--- src/rtl/rv32i_types.sv ---
// rtl/rv32i_types.sv - shared RV32I word type and arbiter FSM state encoding
package rv32i_types;
   typedef logic [31:0] rv32i_word;
   typedef enum logic [1:0] {IDLE, SERVE, RESPOND} arb_state_t;
endpackage

--- src/rtl/port_arbiter.sv ---
// rtl/port_arbiter.sv - two-port (instruction/data) arbiter onto a single physical memory port
module port_arbiter
   import rv32i_types::*;
(
   input  logic        clk,
   input  logic        reset,
   input  logic        read_a,
   input  logic [31:0] address_a,
   output logic        resp_a,
   output logic [31:0] rdata_a,
   input  logic        read_b,
   input  logic        write,
   input  logic [3:0]  wmask,
   input  logic [31:0] address_b,
   input  logic [31:0] wdata,
   output logic        resp_b,
   output logic [31:0] rdata_b,
   output logic        pmem_read,
   output logic        pmem_write,
   output logic [31:0] pmem_address,
   output logic [31:0] pmem_wdata,
   output logic [3:0]  pmem_wmask,
   input  logic        pmem_resp,
   input  logic [31:0] pmem_rdata
);

   arb_state_t state, state_next;

   logic       last_grant;   // 1 = port B was granted last
   logic       grant_b;
   logic       op_write;
   rv32i_word  addr_q;
   rv32i_word  wdata_q;
   logic [3:0] wmask_q;
   rv32i_word  rdata_a_q;
   rv32i_word  rdata_b_q;

   logic pend_a, pend_b, pick_b, start;

   assign pend_a = read_a;
   assign pend_b = read_b | write;
   // On a tie, B wins only if A had the previous grant.
   assign pick_b = pend_b & (~pend_a | ~last_grant);
   assign start  = (state == IDLE) & (pend_a | pend_b);

   always_ff @(posedge clk) begin
      if (!reset) state <= IDLE;
      else        state <= state_next;
   end

   always_comb begin
      state_next = state;
      case (state)
         IDLE:    if (pend_a | pend_b) state_next = SERVE;
         SERVE:   if (pmem_resp)       state_next = RESPOND;
         RESPOND: state_next = IDLE;
         default: state_next = IDLE;
      endcase
   end

   always_ff @(posedge clk) begin
      if (!reset) begin
         last_grant <= 1'b1;
         grant_b    <= 1'b0;
         op_write   <= 1'b0;
         addr_q     <= '0;
         wdata_q    <= '0;
         wmask_q    <= '0;
         rdata_a_q  <= '0;
         rdata_b_q  <= '0;
      end else begin
         if (start) begin
            grant_b    <= pick_b;
            last_grant <= pick_b;
            op_write   <= pick_b & write;
            addr_q     <= pick_b ? address_b : address_a;
            wdata_q    <= pick_b ? wdata : '0;
            wmask_q    <= (pick_b & write) ? wmask : 4'b0000;
         end
         if ((state == SERVE) && pmem_resp && !op_write) begin
            if (grant_b) rdata_b_q <= pmem_rdata;
            else         rdata_a_q <= pmem_rdata;
         end
      end
   end

   assign pmem_read    = (state == SERVE) & ~op_write;
   assign pmem_write   = (state == SERVE) &  op_write;
   assign pmem_address = addr_q;
   assign pmem_wdata   = wdata_q;
   assign pmem_wmask   = wmask_q;
   assign resp_a       = (state == RESPOND) & ~grant_b;
   assign resp_b       = (state == RESPOND) &  grant_b;
   assign rdata_a      = rdata_a_q;
   assign rdata_b      = rdata_b_q;

endmodule

--- config.mk ---
export PLATFORM = sky130hd
export DESIGN_NAME = port_arbiter
export DESIGN_NICKNAME = d
export VERILOG_FILES = /design/src/rtl/rv32i_types.sv /design/src/rtl/port_arbiter.sv
export SDC_FILE = /design/constraint.sdc
export NUM_CORES = 1
export LEC_CHECK = 0
export CORE_MARGIN = 5
export CORE_UTILIZATION = 40
export CTS_CLUSTER_SIZE = 12
export DETAILED_ROUTE_END_ITERATION = 8
export GPL_ROUTABILITY_DRIVEN = 0
export PLACE_DENSITY_LB_ADDON = 0.15
export SLEW_MARGIN = 15
export SYNTH_ARGS = -nofsm -noshare
export SYNTH_HDL_FRONTEND = slang
export SYNTH_SLANG_ARGS = --single-unit
--- constraint.sdc ---
create_clock -name clk -period 1.7 [get_ports clk]
set_input_delay 0.17 -clock clk [delete_from_list [all_inputs] [get_ports clk]]
set_output_delay 0.17 -clock clk [all_outputs]
set_load 0.05 [all_outputs]
# After elaboration in Yosys (flattened, before gate mapping)
# Index checks and enable logic that the tools add are counted.
dict set report op_classes {
  eq_ne 4
  mux 6
  n_bitwise 14
  reduce_logical 7
}
# op count
set ops {}
lappend ops {{$mux W32} 2}
lappend ops {{$and A1 B1 Y1} 7}
lappend ops {{$reduce_and A2 Y1} 3}
lappend ops {{$mux W2} 2}
lappend ops {{$mux W4} 1}
lappend ops {{$not A1 Y1} 4}
lappend ops {{$pmux W2 S2} 1}
lappend ops {{$or A1 B1 Y1} 3}
lappend ops {{$eq A2 B1 Y1 const B} 1}
lappend ops {{$eq A2 B2 Y1 const B} 1}
lappend ops {{$logic_and A1 B1 Y1} 2}
lappend ops {{$logic_not A2 Y1} 1}
lappend ops {{$ne A2 B1 Y1 const B} 1}
lappend ops {{$ne A2 B2 Y1 const B} 1}
lappend ops {{$logic_not A1 Y1} 1}
dict set report word_totals {
  reg_bits 137
  input_bits 138
  out_inout_bits 136
  wordCells 40
}

# Depth between registers and ports, before layout
# Gate-level depths: netlist (run 1).
dict set report depth {
  word_depth 5
  depth_mapped 6
}

# Worst setup path after synthesis (run 1)
# No wires, ideal clock.
dict set report synth_timing {
  path_type {flip-flop to flip-flop}
  from {reg state[0]}
  to {reg rdata_b_q[10], in the netlist rdata_b[10]}
  arrival_time_ps 1735
  required_ps 1580
  path_slack_ps -154
  stages_incl_launch_ff 5
  period_less_slack_ps 1854
  path_cell_list {dfxtp_1 nor3b_2 nand3_2 buf_6 mux2i_1}
}
dict set report synth_via {
  elab_chain_cells 4
}
# item line_no
set synth_lines {}
lappend synth_lines {{from (decl)} port_arbiter.sv:27} ;# arb_state_t state, state_next;
lappend synth_lines {{from (signal assigned)} port_arbiter.sv:48} ;# else state <= state_next;
lappend synth_lines {{$eq A2 B1 Y1} port_arbiter.sv:80} ;# if ((state == SERVE) && pmem_resp && !op_write) begin
lappend synth_lines {{$logic_and A1 B1 Y1 (2 in series)} port_arbiter.sv:80}
lappend synth_lines {{$reduce_and A2 Y1 (no source line)} -}
lappend synth_lines {{to (signal assigned)} port_arbiter.sv:81} ;# if (grant_b) rdata_b_q <= pmem_rdata;
lappend synth_lines {{to (decl)} port_arbiter.sv:36} ;# rv32i_word rdata_b_q;
# Every way passes these cells.
# A chain may end at the register's enable or synchronous reset.

# Worst setup path in the final report (run 1)
dict set report layout_timing {
  from {reg state[1]}
  to {reg addr_q[4], in the netlist pmem_address[4]}
}
dict set report layout_via {
  elab_chain_cells 2
}
# item line_no
set layout_lines {}
lappend layout_lines {{$logic_not A2 Y1} port_arbiter.sv:44} ;# assign start = (state == IDLE) & (pend_a | pend_b);
lappend layout_lines {{$and A1 B1 Y1} port_arbiter.sv:44}
lappend layout_lines {{to (signal assigned)} port_arbiter.sv:76} ;# addr_q <= pick_b ? address_b : address_a;
lappend layout_lines {{to (decl)} port_arbiter.sv:32} ;# rv32i_word addr_q;
# Every way passes these cells.

==> impl_metrics.env, run 1 <==
export IMPL_avgViaCountPerCell=5.15
export IMPL_min_path_type="in2reg"
export IMPL_synth_main_ff_cell="dfxtp_1"
export IMPL_max_freq_ghz=0.631
export IMPL_drc=0
export IMPL_synthTopCellsByArea="dfxtp_1 (50%), mux2i_1 (12%), nand2_1 (11%)"
export IMPL_timing_worst_slew_pin_value_ps=785
export IMPL_syn_to_final_growth_pct=60.4
export IMPL_timing_critical_path_from_type="flip-flop"
export IMPL_tritoncts="yes"
export IMPL_grt_pass1_vias=5525
export IMPL_share_of_post_route_cells_with_drive_strength_above_1_pct=10.8
export IMPL_synth_seq_area_share_pct=49.7
export IMPL_die_w_um=127
export IMPL_ant_nets=0
export IMPL_rsz_0062_raised_after_global_routing="true"
export IMPL_synth_nets=756
export IMPL_criticalPathCategory="reg2reg"
export IMPL_static_leakage_power_uw=0.00399
export IMPL_hold_viol=0
export IMPL_grt_remaining_overflow=0
export IMPL_clock_tree_buffer_depth=2
export IMPL_routed_wire_length_per_instance_um=16.5
export IMPL_pwr_density_cell_nw_per_um2=1040
export IMPL_cts_htree_levels=4
export IMPL_count_of_synthesis_stage_warnings_from_yosys=0
export IMPL_worst_ir_drop_vdd_v=0.000629
export IMPL_cp_data_arrival_time_ps=1830
export IMPL_postCtsSetupBuffers=0
export IMPL_grt_util_met2_pct=37.3
export IMPL_die_h_um=127
export IMPL_gr_max_usage_layer="met2"
export IMPL_yosys_area_top_type="dfxtp_1"
export IMPL_run_status="finished clean"
export IMPL_grt_pass1_wl_um=28200
export IMPL_final_setup_tns_ps=0
export IMPL_timing_final_setup_violations=0
export IMPL_floorplan_io_pins=274
export IMPL_yosys_area_top_type_share_pct=49.7
export IMPL_layout_min_cycle_time_ps=1590
export IMPL_design_power_total_uw=9180
export IMPL_detail_route_wirelength_um=17600
export IMPL_num_vias=5496
export IMPL_met3_usage_pct=6.02
export IMPL_diodes=0
export IMPL_drv_slew=0
export IMPL_fin_worst_skew_ps=9.51
export IMPL_drv_cap=0
export IMPL_floorplan_initialDensity_pct=40.2
export IMPL_cell_type_of_the_slowest_stage_on_the_worst_timing_path="nor2_4"
export IMPL_timing_final_crit_share_pct=93.3
export IMPL_grt_start_max_net_pins=54
export IMPL_cts_buffers=17
export IMPL_quantity_of_hold_fixing_buffers_added_after_cts=0
export IMPL_worstPathCellList="or2_1, nor2_4, a311oi_1"
export IMPL_clock_sinks=137
export IMPL_synth_cells=618
export IMPL_floorplan_rows=43
export IMPL_clock_root_buffer_master="clkbuf_16"
export IMPL_grt_antenna_before_repair=0
export IMPL_worst_path_largest_cell_delay_ps=610
export IMPL_cts_clk_slew_worst_paths_ps=60
export IMPL_async_reset_ff_share_pct=0
export IMPL_post_synth_cell_types=29
export IMPL_netlist_area_um2=5510
export IMPL_synthMostInstantiatedCell="nand2_1"
export IMPL_postSynthAreaPerCell_um2=8.92
export IMPL_first_pass_iters=5
export IMPL_synth_edff_count=0
export IMPL_die_area_um2=16200
export IMPL_timing_critical_path_fanout_max=33
export IMPL_core_area_um2=13700
export IMPL_io_buffers=273
export IMPL_final_nets=1013
export IMPL_max_slew_margin_pct=47.5
export IMPL_globalRouteMet1Util_pct=25.2
export IMPL_endpoint_type_of_the_worst_setup_path="flip-flop"
export IMPL_worstPathRequired_ps=1940
export IMPL_ffs_latches_synth=137
export IMPL_dp_final_hpwl_um=12700
export IMPL_synth_common_cells="nand2_1 (162), dfxtp_1 (137), a21oi_1 (70)"
export IMPL_detail_route_iter0_violations=267
export IMPL_grt_use_total_pct=21.5
export IMPL_reg2reg_slack_ps=110
export IMPL_worstSkewPairLatency_ps=410
==> where the power goes <==
group / total (uW) / internal, uW / switching [uW]
registers: 3540 / 3430 / 113
logic: 2190 / 808 / 1380
clock network: 3450 / 2050 / 1400
==> cells in the final DEF (no fill, tap or decap), types with 2 or more instances in the layout <==
cell type,Yosys,layout
dfxtp_1,137,137
inv_6,0,2
mux2i_1,64,64
clkinv_4,0,3
buf_12,0,13
clkdlybuf4s50_1,0,136
o21ai_0,38,38
clkinvlp_4,0,4
nor3_4,2,2
a21oi_1,70,70
clkbuf_16,0,17
buf_4,7,38
clkinv_2,0,4
and3b_1,2,2
a311oi_1,32,32
nand3_1,37,37
dlygate4sd2_1,0,107
nand2_1,162,162
==> metal layers <==
metal | share of wire [%] | vias up | wire length, um
met4 | 2.1 | 0 | 373
met1 | 40 | 2605 | 7100
met5 | 0 | - | 0
met3 | 7.2 | 27 | 1260
met2 | 50 | 194 | 8850
li1 | - | 2670 | -
==> path summary, 6_finish.rpt <==
| path | from | end | cells after the start |
|---|---|---|---|
| max | state[1] | pmem_address[4] | 3 |
| min | reset | last_grant | 3 |
| max reg2reg | state[1] | pmem_address[4] | 3 |
| min reg2reg | rdata_b[24] | rdata_b[24] | 2 |
==> final cells by class <==
type,count,area [um2]
clock inverters,14,124
well taps,180,225
clock buffers,18,439
inverters,1,3.75
flip-flops and latches,137,2740
multi-input cells,423,2460
fillers,1184,4870
repair buffers,295,2850
==> flip-flops by register name, summed over array words and instances, names as in the netlist <==
register and count:
pmem_wmask 4, pmem_address 32, state 2, rdata_b 32, op_write 1, grant_b 1
pmem_wdata 32, last_grant 1, rdata_a 32
==> logic make-up after synthesis <==
| logic type | synth area share (%) |
|---|---|
| AND/OR/NAND/NOR | 16.8 |
| multiplexers | 11.6 |
| AO/OA/AOI/OAI | 15.8 |
| flip-flops | 49.7 |
| buffers and inverters | 6.06 |
==> repair_timing <==
action	in CTS	in global routing
resized for setup	107	0
setup endpoints to repair	107	14
pin swaps	0	1
==> per-stage QoR <==
| step | util [%] | area (um2) | hold WS [ps] | setup WS [ps] | std cells |
|---|---|---|---|---|---|
| global placement | 61.4 | 8420 | 442 | -120 | 1036 |
| floorplan | - | 5530 | 322 | 44.5 | 618 |
| CTS | 64.5 | 8850 | 188 | 100 | 1068 |
| finish | 64.5 | 8850 | 211 | 114 | 1068 |
| detailed placement | 61.4 | 8420 | 449 | -163 | 1036 |
| global route | 64.5 | 8850 | 216 | -2.71 | 1068 |
==> critical path, delay by kind of cell, from the launching register on <==
family / cells / cell delay (ps)
simple gates: 2 / 890
compound gates: 1 / 200
flops: 1 / 320
(Power assumes the default switching activity.)
==> run 2: changes to the inputs <==
--- a/config.mk
+++ b/config.mk
@@ -11,7 +11,6 @@
 export DETAILED_ROUTE_END_ITERATION = 8
 export GPL_ROUTABILITY_DRIVEN = 0
 export PLACE_DENSITY_LB_ADDON = 0.15
-export SLEW_MARGIN = 15
 export SYNTH_ARGS = -nofsm -noshare
 export SYNTH_HDL_FRONTEND = slang
 export SYNTH_SLANG_ARGS = --single-unit
==> results of run 2 <==
Final layout, timing and power as in run 1 (identical DEF).
==> run 3: changes to the inputs <==
--- a/config.mk
+++ b/config.mk
@@ -5,7 +5,7 @@
 export SDC_FILE = /design/constraint.sdc
 export NUM_CORES = 1
 export LEC_CHECK = 0
-export CORE_MARGIN = 5
+export CORE_MARGIN = 4
 export CORE_UTILIZATION = 40
 export CTS_CLUSTER_SIZE = 12
 export DETAILED_ROUTE_END_ITERATION = 8
==> constraint.sdc (replaced) <==
create_clock -name clk -period 1.7 [get_ports clk]
set_input_delay 0.17 -clock clk [delete_from_list [all_inputs] [get_ports clk]]
set_output_delay 0.17 -clock clk [all_outputs]
set_load 0.005 [all_outputs]
==> run 3 against run 2 <==
Against the previous run: cell count is 0.37% lower; worst hold slack better by 40 ps; register-to-register slack worse by 100 ps; die area is 3.1% lower.
==> impl_metrics.env, run 3 (same netlist as run 1, synthesis figures left out) <==
export IMPL_run_status="finished clean"
export IMPL_floorplan_io_pins=274
export IMPL_cts_clk_slew_worst_paths_ps=60
export IMPL_worst_path_largest_cell_delay_ps=700
export IMPL_clock_root_buffer_master="clkbuf_16"
export IMPL_avgViaCountPerCell=5.12
export IMPL_dr_wl_met3_um=1550
export IMPL_io_buffers=273
export IMPL_timing_critical_path_fanout_max=16
export IMPL_floorplan_rows=42
export IMPL_min_path_type="in2reg"
export IMPL_cell_type_of_the_slowest_stage_on_the_worst_timing_path="nor2_2"
export IMPL_syn_to_final_growth_pct=64.5
export IMPL_routed_wl_met2_um=8800
export IMPL_design_power_total_uw=9330
export IMPL_clock_tree_buffer_depth=2
export IMPL_endpoint_type_of_the_worst_setup_path="flip-flop"
export IMPL_cts_htree_levels=4
export IMPL_core_area_um2=13300
export IMPL_cp_data_arrival_time_ps=1930
export IMPL_r2r_start="state[0]"
export IMPL_routed_wire_length_per_instance_um=16.9
export IMPL_die_w_um=125
export IMPL_launching_instance_or_port_of_the_critical_path="state[0]"
export IMPL_end_point_of_the_critical_path="pmem_address[30]"
export IMPL_final_setup_tns_ps=0
export IMPL_layout_min_cycle_time_ps=1690
export IMPL_timing_final_setup_violations=0
export IMPL_placedInstanceArea_um2=8390
export IMPL_grt_use_total_pct=21.7
export IMPL_num_vias=5446
export IMPL_p_int_uw=7160
export IMPL_pwr_density_cell_nw_per_um2=1030
export IMPL_grt_start_max_net_pins=99
export IMPL_static_leakage_power_uw=0.00354
export IMPL_m1WireLength_um=7280
export IMPL_criticalPathCategory="reg2reg"
export IMPL_diodes=0
export IMPL_die_area_um2=15700
export IMPL_worstPathCellList="or2_1, nor2_2, a311oi_1"
export IMPL_timing_final_crit_share_pct=99.4
export IMPL_timing_critical_path_from_type="flip-flop"
export IMPL_floorplan_initialDensity_pct=41.3
export IMPL_detail_route_iter0_violations=226
export IMPL_p_switching_uw=2170
export IMPL_reg2reg_slack_ps=10
export IMPL_hold_viol=0
export IMPL_share_of_post_route_cells_with_drive_strength_above_1_pct=7.43
export IMPL_cts_buffers=17
export IMPL_dp_final_hpwl_um=12600
export IMPL_worstPathRequired_ps=1940
export IMPL_mostFrequentLayoutCells="clkdlybuf4s50_1 (268), nand2_1 (162), dfxtp_1 (136)"
export IMPL_drv_cap=0
export IMPL_tritoncts="yes"
export IMPL_final_cell_area_um2=9070
export IMPL_power_share_switching_pct=23.3
export IMPL_grt_pass1_vias=5296
export IMPL_ant_nets=0
export IMPL_share_comb_of_total_power_pct=17.1
export IMPL_drv_slew=0
export IMPL_detail_route_wirelength_um=17900
export IMPL_power_share_clock_pct=44.9
export IMPL_grt_pass1_wl_um=27700
export IMPL_drc=0
export IMPL_share_seq_of_total_power_pct=38.0
export IMPL_hold_worst_slack_ps=251
export IMPL_reg2reg_depth=3
export IMPL_die_h_um=125
export IMPL_clock_sinks=137
export IMPL_final_nets=1013
export IMPL_grt_antenna_before_repair=0
export IMPL_worst_ir_drop_vdd_v=0.000708
export IMPL_timing_worst_slew_pin_value_ps=879
export IMPL_max_freq_ghz=0.592
export IMPL_grt_remaining_overflow=0
export IMPL_worstSkewPairLatency_ps=410
export IMPL_highest_layer="met4"
export IMPL_critical_path_reg2reg_endpoint="pmem_address[30]"
export IMPL_first_pass_iters=4
export IMPL_layout_cells_most_common="clkdlybuf4s50_1"
export IMPL_max_slew_margin_pct=41.3
export IMPL_fin_worst_skew_ps=4.66
## run 3: cell count changes in the layout (fill, tap and decap cells not counted), moves of 2 or more
cell             before  now
buf_12               13    7
buf_4                38   14
bufinv_16             1    6
clkdlybuf4s50_1     136  268
clkinvlp_4            4    1
dlygate4sd2_1       107    4
inv_6                 2    0
## run 3: timing repair
action / CTS / global route
cloned: 0 / 1
pin swaps: 0 / 1
resized for setup: 5 / 0
hold buffers: 0 / 0
buffers inserted: 0 / 0
endpoints found under the hold margin: 0 / 0
setup endpoints to repair: 4 / 6
## run 3: layout make-up
class | instances | area (um2)
multi-input combinational | 424 | 2460
clock inverter | 12 | 220
tap | 176 | 220
sequential | 137 | 2740
fill | 1063 | 4280
timing repair buffer | 294 | 2970
inverter | 1 | 3.75
clock buffer | 20 | 457
## run 3: worst min-delay path by stage
stage / depth (start not counted) / startpoint / slack [ps] / endpoint
global placement: 2 / rdata_a[29] / 440 / rdata_a[29]
finish: 3 / reset / 250 / last_grant
global route: 3 / reset / 280 / last_grant
floorplan: 2 / wdata[0] / 320 / pmem_wdata[0]
detailed placement: 2 / rdata_a[0] / 450 / rdata_a[0]
CTS: 3 / reset / 250 / last_grant
## run 3: power groups by stage
stage,Sequential [uW],Combinational [uW],Clock [uW]
final,3550,1600,4190
after global routing,3570,1720,4400
after CTS,3550,1600,4260
after detailed placement,3610,1600,0
after global placement,3600,1560,0
after floorplan,3620,652,0
## run 3: through the flow
stage | utilization (%) | setup slack, ps | std cells
6_report | 68.0 | 9.79 | 1064
5_1_grt | 68.0 | -11.3 | 1064
4_1_cts | 67.9 | 64.1 | 1063
3_5_place_dp | 62.9 | -148 | 1031
3_3_place_gp | 62.9 | -63.3 | 1031
2_1_floorplan | - | 379 | 618
## run 3: worst max-delay path: cells and delay by family (launching register included)
family | cells | cell delay, ps
compound gates | 1 | 190
flops | 1 | 330
simple gates | 2 | 990
## run 3: per-layer routing
metal,up-vias,GRT usage (%)
met5,-,0
met4,0,7.33
met3,26,8.66
met2,208,37.0
met1,2545,24.8
li1,2667,-
